--- config.mk ---
export PLATFORM = sky130hd
export DESIGN_NAME = redmule_tile_sequencer_flat
export DESIGN_NICKNAME = d
export VERILOG_FILES = /design/src/rtl/redmule_tile_sequencer_if.sv /design/src/rtl/redmule_tile_sequencer.sv /design/src/flat_wrapper.sv
export SDC_FILE = /design/constraint.sdc
export NUM_CORES = 1
export LEC_CHECK = 0
export ABC_AREA = 1
export ABC_CLOCK_PERIOD_IN_PS = 2400
export CORE_ASPECT_RATIO = 1.4
export CORE_MARGIN = 1
export CORE_UTILIZATION = 34
export DETAILED_ROUTE_END_ITERATION = 12
export DONT_BUFFER_PORTS = 1
export PLACE_DENSITY = 0.52
export SETUP_SLACK_MARGIN = 0.05
export SLEW_MARGIN = 20
export SYNTH_ARGS = -nofsm -noshare
export SYNTH_HDL_FRONTEND = slang
export SYNTH_SLANG_ARGS = --single-unit
--- constraint.sdc ---
create_clock -name clk_i -period 2.4 [get_ports clk_i]
set_input_delay 0.48 -clock clk_i [delete_from_list [all_inputs] [get_ports clk_i]]
set_output_delay 0.48 -clock clk_i [all_outputs]
set_load 0.05 [all_outputs]
--- src/rtl/redmule_tile_sequencer_if.sv ---
// Tile descriptor handshake between redmule_tile_sequencer (master) and the
// scheduler/streamer control path (slave).
interface redmule_tile_sequencer_if;
  logic        tile_valid;
  logic        tile_ready;
  logic [15:0] row_idx;
  logic [15:0] wcol_idx;
  logic [15:0] xcol_idx;
  logic [7:0]  row_len;
  logic [7:0]  wcol_len;
  logic [7:0]  xcol_len;
  logic        first;
  logic        last;

  modport master (
    output tile_valid, row_idx, wcol_idx, xcol_idx,
           row_len, wcol_len, xcol_len, first, last,
    input  tile_ready
  );

  modport slave (
    input  tile_valid, row_idx, wcol_idx, xcol_idx,
           row_len, wcol_len, xcol_len, first, last,
    output tile_ready
  );
endinterface

--- src/rtl/redmule_tile_sequencer.sv ---
// Walks the RedMulE tile iteration space (rows > W cols > X cols) and issues one
// descriptor per handshake. REDMULE_TILESEQ_COUNT_EN enables the tile_cnt_o counter.
module redmule_tile_sequencer #(
  parameter int unsigned ARRAY_WIDTH  = 12,
  parameter int unsigned ARRAY_HEIGHT = 4,
  parameter int unsigned PIPE_REGS    = 3
) (
  input  logic                            clk_i,
  input  logic                            rst_ni,
  input  logic                            clear_i,
  input  logic                            start_i,
  input  logic [15:0]                     x_rows_iter_i,
  input  logic [15:0]                     w_cols_iter_i,
  input  logic [15:0]                     x_cols_iter_i,
  input  logic [7:0]                      x_rows_lftovr_i,
  input  logic [7:0]                      w_cols_lftovr_i,
  input  logic [7:0]                      x_cols_lftovr_i,
  redmule_tile_sequencer_if.master        tile,
  output logic                            busy_o,
  output logic                            done_o,
  output logic [31:0]                     tile_cnt_o
);

  localparam logic [7:0] ROW_FULL = 8'(ARRAY_WIDTH);
  localparam logic [7:0] COL_FULL = 8'(ARRAY_HEIGHT * (PIPE_REGS + 1));

  typedef enum logic [1:0] {IDLE, RUN, DONE} state_e;

  state_e      state_q, state_d;
  logic [15:0] rows_iter_q, wcols_iter_q, xcols_iter_q;
  logic [7:0]  rows_lft_q, wcols_lft_q, xcols_lft_q;
  logic [15:0] row_q, wcol_q, xcol_q;

  logic start_acc, cfg_empty, run, handshake;
  logic row_last, wcol_last, xcol_last, final_tile;

  assign run        = (state_q == RUN);
  assign start_acc  = (state_q == IDLE) && start_i && !clear_i;
  assign cfg_empty  = (x_rows_iter_i == '0) || (w_cols_iter_i == '0) || (x_cols_iter_i == '0);
  assign handshake  = run && tile.tile_ready;
  assign row_last   = (row_q  == rows_iter_q  - 16'd1);
  assign wcol_last  = (wcol_q == wcols_iter_q - 16'd1);
  assign xcol_last  = (xcol_q == xcols_iter_q - 16'd1);
  assign final_tile = row_last && wcol_last && xcol_last;

  always_ff @(posedge clk_i or negedge rst_ni) begin
    if (!rst_ni) state_q <= IDLE;
    else         state_q <= state_d;
  end

  always_comb begin
    state_d = state_q;
    unique case (state_q)
      IDLE:    if (start_i) state_d = cfg_empty ? DONE : RUN;
      RUN:     if (handshake && final_tile) state_d = DONE;
      DONE:    state_d = IDLE;
      default: state_d = IDLE;
    endcase
    if (clear_i) state_d = IDLE;
  end

  always_ff @(posedge clk_i or negedge rst_ni) begin
    if (!rst_ni) begin
      rows_iter_q  <= '0;
      wcols_iter_q <= '0;
      xcols_iter_q <= '0;
      rows_lft_q   <= '0;
      wcols_lft_q  <= '0;
      xcols_lft_q  <= '0;
    end else if (clear_i) begin
      rows_iter_q  <= '0;
      wcols_iter_q <= '0;
      xcols_iter_q <= '0;
      rows_lft_q   <= '0;
      wcols_lft_q  <= '0;
      xcols_lft_q  <= '0;
    end else if (start_acc) begin
      rows_iter_q  <= x_rows_iter_i;
      wcols_iter_q <= w_cols_iter_i;
      xcols_iter_q <= x_cols_iter_i;
      rows_lft_q   <= x_rows_lftovr_i;
      wcols_lft_q  <= w_cols_lftovr_i;
      xcols_lft_q  <= x_cols_lftovr_i;
    end
  end

  // The final handshake wraps all three counters, leaving them at zero for the next job.
  always_ff @(posedge clk_i or negedge rst_ni) begin
    if (!rst_ni) begin
      row_q  <= '0;
      wcol_q <= '0;
      xcol_q <= '0;
    end else if (clear_i || start_acc) begin
      row_q  <= '0;
      wcol_q <= '0;
      xcol_q <= '0;
    end else if (handshake) begin
      if (!xcol_last) begin
        xcol_q <= xcol_q + 16'd1;
      end else begin
        xcol_q <= '0;
        if (!wcol_last) begin
          wcol_q <= wcol_q + 16'd1;
        end else begin
          wcol_q <= '0;
          row_q  <= row_last ? '0 : row_q + 16'd1;
        end
      end
    end
  end

  assign tile.tile_valid = run;
  assign tile.row_idx    = row_q;
  assign tile.wcol_idx   = wcol_q;
  assign tile.xcol_idx   = xcol_q;
  assign tile.row_len    = !run ? '0 : (row_last  && rows_lft_q  != '0) ? rows_lft_q  : ROW_FULL;
  assign tile.wcol_len   = !run ? '0 : (wcol_last && wcols_lft_q != '0) ? wcols_lft_q : COL_FULL;
  assign tile.xcol_len   = !run ? '0 : (xcol_last && xcols_lft_q != '0) ? xcols_lft_q : COL_FULL;
  assign tile.first      = run && (xcol_q == '0);
  assign tile.last       = run && xcol_last;
  assign busy_o          = (state_q != IDLE);
  assign done_o          = (state_q == DONE);

`ifdef REDMULE_TILESEQ_COUNT_EN
  logic [31:0] tile_cnt_q;

  always_ff @(posedge clk_i or negedge rst_ni) begin
    if (!rst_ni)                   tile_cnt_q <= '0;
    else if (clear_i || start_acc) tile_cnt_q <= '0;
    else if (handshake)            tile_cnt_q <= tile_cnt_q + 32'd1;
  end

  assign tile_cnt_o = tile_cnt_q;
`else
  assign tile_cnt_o = '0;
`endif

endmodule

--- src/flat_wrapper.sv ---
// flat-port wrapper written by rule: the top's interface ports become plain ports
module redmule_tile_sequencer_flat 
#(
  parameter int unsigned ARRAY_WIDTH  = 12,
  parameter int unsigned ARRAY_HEIGHT = 4,
  parameter int unsigned PIPE_REGS    = 3
)
  (clk_i, rst_ni, clear_i, start_i, x_rows_iter_i, w_cols_iter_i, x_cols_iter_i, x_rows_lftovr_i, w_cols_lftovr_i, x_cols_lftovr_i, busy_o, done_o, tile_cnt_o, tile_tile_valid, tile_row_idx, tile_wcol_idx, tile_xcol_idx, tile_row_len, tile_wcol_len, tile_xcol_len, tile_first, tile_last, tile_tile_ready);
  redmule_tile_sequencer_if tile_i ();
  input  logic clk_i;
  input  logic rst_ni;
  input  logic clear_i;
  input  logic start_i;
  input  logic [15:0] x_rows_iter_i;
  input  logic [15:0] w_cols_iter_i;
  input  logic [15:0] x_cols_iter_i;
  input  logic [7:0] x_rows_lftovr_i;
  input  logic [7:0] w_cols_lftovr_i;
  input  logic [7:0] x_cols_lftovr_i;
  output logic busy_o;
  output logic done_o;
  output logic [31:0] tile_cnt_o;
  output wire logic [$bits(tile_i.tile_valid)-1:0] tile_tile_valid;
  output wire logic [$bits(tile_i.row_idx)-1:0] tile_row_idx;
  output wire logic [$bits(tile_i.wcol_idx)-1:0] tile_wcol_idx;
  output wire logic [$bits(tile_i.xcol_idx)-1:0] tile_xcol_idx;
  output wire logic [$bits(tile_i.row_len)-1:0] tile_row_len;
  output wire logic [$bits(tile_i.wcol_len)-1:0] tile_wcol_len;
  output wire logic [$bits(tile_i.xcol_len)-1:0] tile_xcol_len;
  output wire logic [$bits(tile_i.first)-1:0] tile_first;
  output wire logic [$bits(tile_i.last)-1:0] tile_last;
  input wire logic [$bits(tile_i.tile_ready)-1:0] tile_tile_ready;
  assign tile_tile_valid = tile_i.tile_valid;
  assign tile_row_idx = tile_i.row_idx;
  assign tile_wcol_idx = tile_i.wcol_idx;
  assign tile_xcol_idx = tile_i.xcol_idx;
  assign tile_row_len = tile_i.row_len;
  assign tile_wcol_len = tile_i.wcol_len;
  assign tile_xcol_len = tile_i.xcol_len;
  assign tile_first = tile_i.first;
  assign tile_last = tile_i.last;
  assign tile_i.tile_ready = tile_tile_ready;
  redmule_tile_sequencer #(.ARRAY_WIDTH(ARRAY_WIDTH), .ARRAY_HEIGHT(ARRAY_HEIGHT), .PIPE_REGS(PIPE_REGS)) u_core (.clk_i(clk_i), .rst_ni(rst_ni), .clear_i(clear_i), .start_i(start_i), .x_rows_iter_i(x_rows_iter_i), .w_cols_iter_i(w_cols_iter_i), .x_cols_iter_i(x_cols_iter_i), .x_rows_lftovr_i(x_rows_lftovr_i), .w_cols_lftovr_i(w_cols_lftovr_i), .x_cols_lftovr_i(x_cols_lftovr_i), .tile(tile_i), .busy_o(busy_o), .done_o(done_o), .tile_cnt_o(tile_cnt_o));
endmodule
==> summary.txt <==
Status
  • Status: complete, but fails checks
  • Violated checks: negative hold slack, negative setup slack

Logic synthesis
  • Synth warnings: 0
  • Cell area after synthesis: ~8700 um^2
  • Commonest register cell after synthesis: dfrtp_1
  • Largest family of logic cells by synthesized area: simple AND/OR/NAND/NOR gates
  • Ys async rst share: 100%
  • Adder-cell share of the synthesized area: between 1 and 1.5%
  • Synthesized area per cell: between 6 and 7 um^2
  • XOR/XNOR Fraction of Synth Area: under 10%
  • Netlist cell types: approximately 40
  • Simple-gate area share of the yosys netlist: between 30% and 40%
  • Synthesis-stage register bit count: approximately 120
  • Compound-cell area share of the yosys netlist: 6.51%
  • Sequential share of the synthesized area: about a third
  • Number of flops mapped to enable cells by yosys: 0
  • Mapped Cells: between 1,000 and 1,500
  • Mux cell area share after synthesis: less than 1%

STA
  • Setup violators final: 61
  • Final WS setup: -0.735 ns
  • Max Freq: 319 MHz
  • Worst Tran Pin Value: just under 0.8 ns
  • Final Slew Violations: 0
  • Hold slack: -0.252 ns
  • Final min period: around 3.1 ns
  • Clk_skew: between 0.009 and 0.01 ns
  • Period utilization: 131%
  • Final Hold Fails: roughly 120
  • Setup tns final: -20.07 ns
  • Slew margin rel.: approximately 47%
  • RSZ-0062 raised after global routing: true

Power and ir drop
  • Total power: roughly 7700 uW
  • Cell Pwr Density: 592 nW/um^2
  • Leak: roughly 0.0064 uW
  • Maximum vdd drop: between 500 and 600 uV

Route
  • Initial DRC Count: 253
  • Via Count: 8,938
  • ANT nets after route: 0
  • DR vias/cell: between 4 and 5
  • Total Wirelength: between 20,000 and 30,000 um
  • WL per Instance: between 15 and 20 um
  • Pre-antenna DRT Iters: 4
  • Detailed-route DRC error count: 0

CTS
  • Clk root buf: clkbuf_16
  • Worst-path clk slew: 0.06 ns
  • Worst skew pair latency: between 0.4 and 0.5 ns
  • CTS tree: built
  • Cts bufs inserted: 17
  • CTS H-tree depth: 4
  • Longest Clk Path Bufs: 2
  • CTS Sinks: around 120

Placement
  • Placed Cells: between 1,500 and 2,000
  • GP Congestion: approximately 0.84
  • Final HPWL DP: 22,400 um
  • PortBufs: 0

Critical path
  • Worst Setup Start Kind: flop
  • Slowest cell on the critical path: dfrtp_1
  • CP Cell Sequence: inv_2, ha_4, nand3_4, nor2_4, nand4_1, nand2_1, nand2_1, inv_1, nand4_1, nor2_2, buf_6, nand2_8, nor3_4, buf_12
  • Top delay family on crit path: simple AND/OR/NAND/NOR gates
  • CP Depth: 14
  • WP buf/inv: 4
  • Crit. End Element: output port
  • Critical path class: reg -> out
  • Worst r2r path cells: 17
  • Data required, critical path: approximately 1.9 ns
  • Critical path's largest stage delay: 0.39 ns
  • CP arrival: 2.66 ns
  • CP max FO: 7

Final layout
  • Final nets: 1,609
  • Layout cells sized above 1: 33.7%
  • # fillers: 2,395
  • Final std cells w/o fill: about 1,900
  • Layout area overhead: 48.8%
  • Area of the multi-input gates: 5690 um^2
  • Commonest non-fill, non-tap cell in the layout: nand2_1
  • Storage element area: 3080 um^2
  • Most frequent cells in the layout: nand2_1 (318), buf_4 (206), inv_1 (149)

Floorplanning
  • Starting Density: between 30% and 40%
  • Die height: roughly 190 um
  • Die footprint: 26,300 um^2
  • Site Rows: 68
  • Die X-Extent: between 100 and 150 um
  • Core area: ~25,000 um^2
  • I/O Pins: 186

Hold path
  • Tightest Hold Check Type: in -> async

GRT
  • First-pass GRT wire length: 46,600 um
  • Total GRT Usage: between 20% and 30%
  • Initial antenna violation count: 1
  • Largest net degree at the start of global routing: approximately 120
  • GRT overflow: 0
  • Vias in the first global route: 8,999

Flow run
  • Max-cap viol count: 0
==> per-stage QoR <==
stage               worst slack [ns]  cell area (um^2)  hold slack [ns]  util, %
floorplan                     -0.310              9300            0.184        -
global placement              -0.354             11300            0.191     45.4
detailed placement            -0.366             11300            0.189     45.4
CTS                           -0.711             12500           -0.274     50.1
global route                  -0.960             12900           -0.277     51.9
finish                        -0.735             13000           -0.252     52.0
==> routing by layer <==
| layer | GRT usage (%) | part of all wire (%) | up-vias |
|---|---|---|---|
| met5 | 0 | 0 | - |
| met1 | 25.0 | 38 | 4173 |
| met3 | 7.32 | 6.5 | 53 |
| met4 | 10.4 | 3.6 | 0 |
| li1 | - | - | 4525 |
| met2 | 41.6 | 52 | 187 |
==> power by group <==
part	leakage, uW	switching [uW]	internal, uW
clock network	0.000303	996	1770
registers	0.00163	95.0	2170
logic	0.00443	1530	1110
total	0.00636	2620	5040
==> synth_stat cells, drive strengths merged (10+ instances only) <==
cell / n / area [um^2]
nand2: 346 / 1320
inv: 174 / 653
nor2: 165 / 704
nand3: 128 / 658
dfrtp: 122 / 3050
o21ai: 57 / 285
xor2: 56 / 490
buf: 47 / 333
nor3: 26 / 130
nand4: 23 / 144
nor4: 23 / 144
o22ai: 23 / 144
clkbuf: 22 / 83.8
xnor2: 21 / 184
nand3b: 14 / 105
a22o: 10 / 87.6
==> worst reg2reg max path, stage by stage (launching register included) <==
cell      delay, ns
dfrtp_1        0.42
nor2_2         0.17
nand2_4        0.11
nor2_8         0.14
buf_6          0.13
buf_12         0.10
nand3b_1       0.09
nand2_2        0.11
buf_6          0.11
inv_2          0.03
nor2_2         0.08
nand2_2        0.07
nor2_4         0.18
nand3_4        0.21
buf_6          0.20
nor2_8         0.18
nand3_2        0.08
nand2_1        0.09
==> worst paths after layout <==
kind	start	end	slack, ns
hold reg to reg	u_core.xcols_iter_q[15]	u_core.xcols_iter_q[15]	0.53
min in group clk_i	x_cols_lftovr_i[6]	u_core.xcols_lft_q[6]	0.17
max in group asynchronous	rst_ni	u_core.tile.wcol_idx[1]	2.46
setup reg to reg	u_core.xcols_iter_q[2]	u_core.tile.row_idx[14]	-0.16
setup / recovery	u_core.wcols_iter_q[0]	tile_wcol_len[5]	-0.74
hold / removal	rst_ni	u_core.wcols_lft_q[3]	-0.25
==> layout make-up <==
type	instances	area share (%)
multi-input combinational	947	44.0
tap	315	3.04
clock inverter	7	0.869
sequential	122	23.8
antenna	1	0.0193
clock buffer	25	3.90
timing repair buffer	261	19.1
inverter	176	5.32
==> cell families (layout without fill, tap and decap cells) <==
family,count (synthesis),count (layout)
AO/OA/AOI/OAI,99,99
AND/OR/NAND/NOR,729,731
multiplexers,1,1
other,1,33
adder cells (fa/ha/maj),7,7
buffers and inverters,245,469
flip-flops,122,122
XOR/XNOR,77,77
==> repair_timing <==
action	CTS	global route
setup endpoints to repair	58	75
pin swaps	43	52
gates resized for setup	90	87
setup buffers	14	17
cloned	4	1
endpoints found under the hold margin	122	122
==> state kept, by name (all words and copies together), names as in the netlist <==
name and count:
u_core.tile.xcol_idx 16, u_core.rows_iter_q 16, u_core.tile.wcol_idx 16, u_core.wcols_iter_q 16, u_core.xcols_lft_q 8, u_core.state_q 2
u_core.wcols_lft_q 8, u_core.rows_lft_q 8, u_core.xcols_iter_q 16, u_core.tile.row_idx 16
No activity file was read; power rests on OpenSTA's default activity.
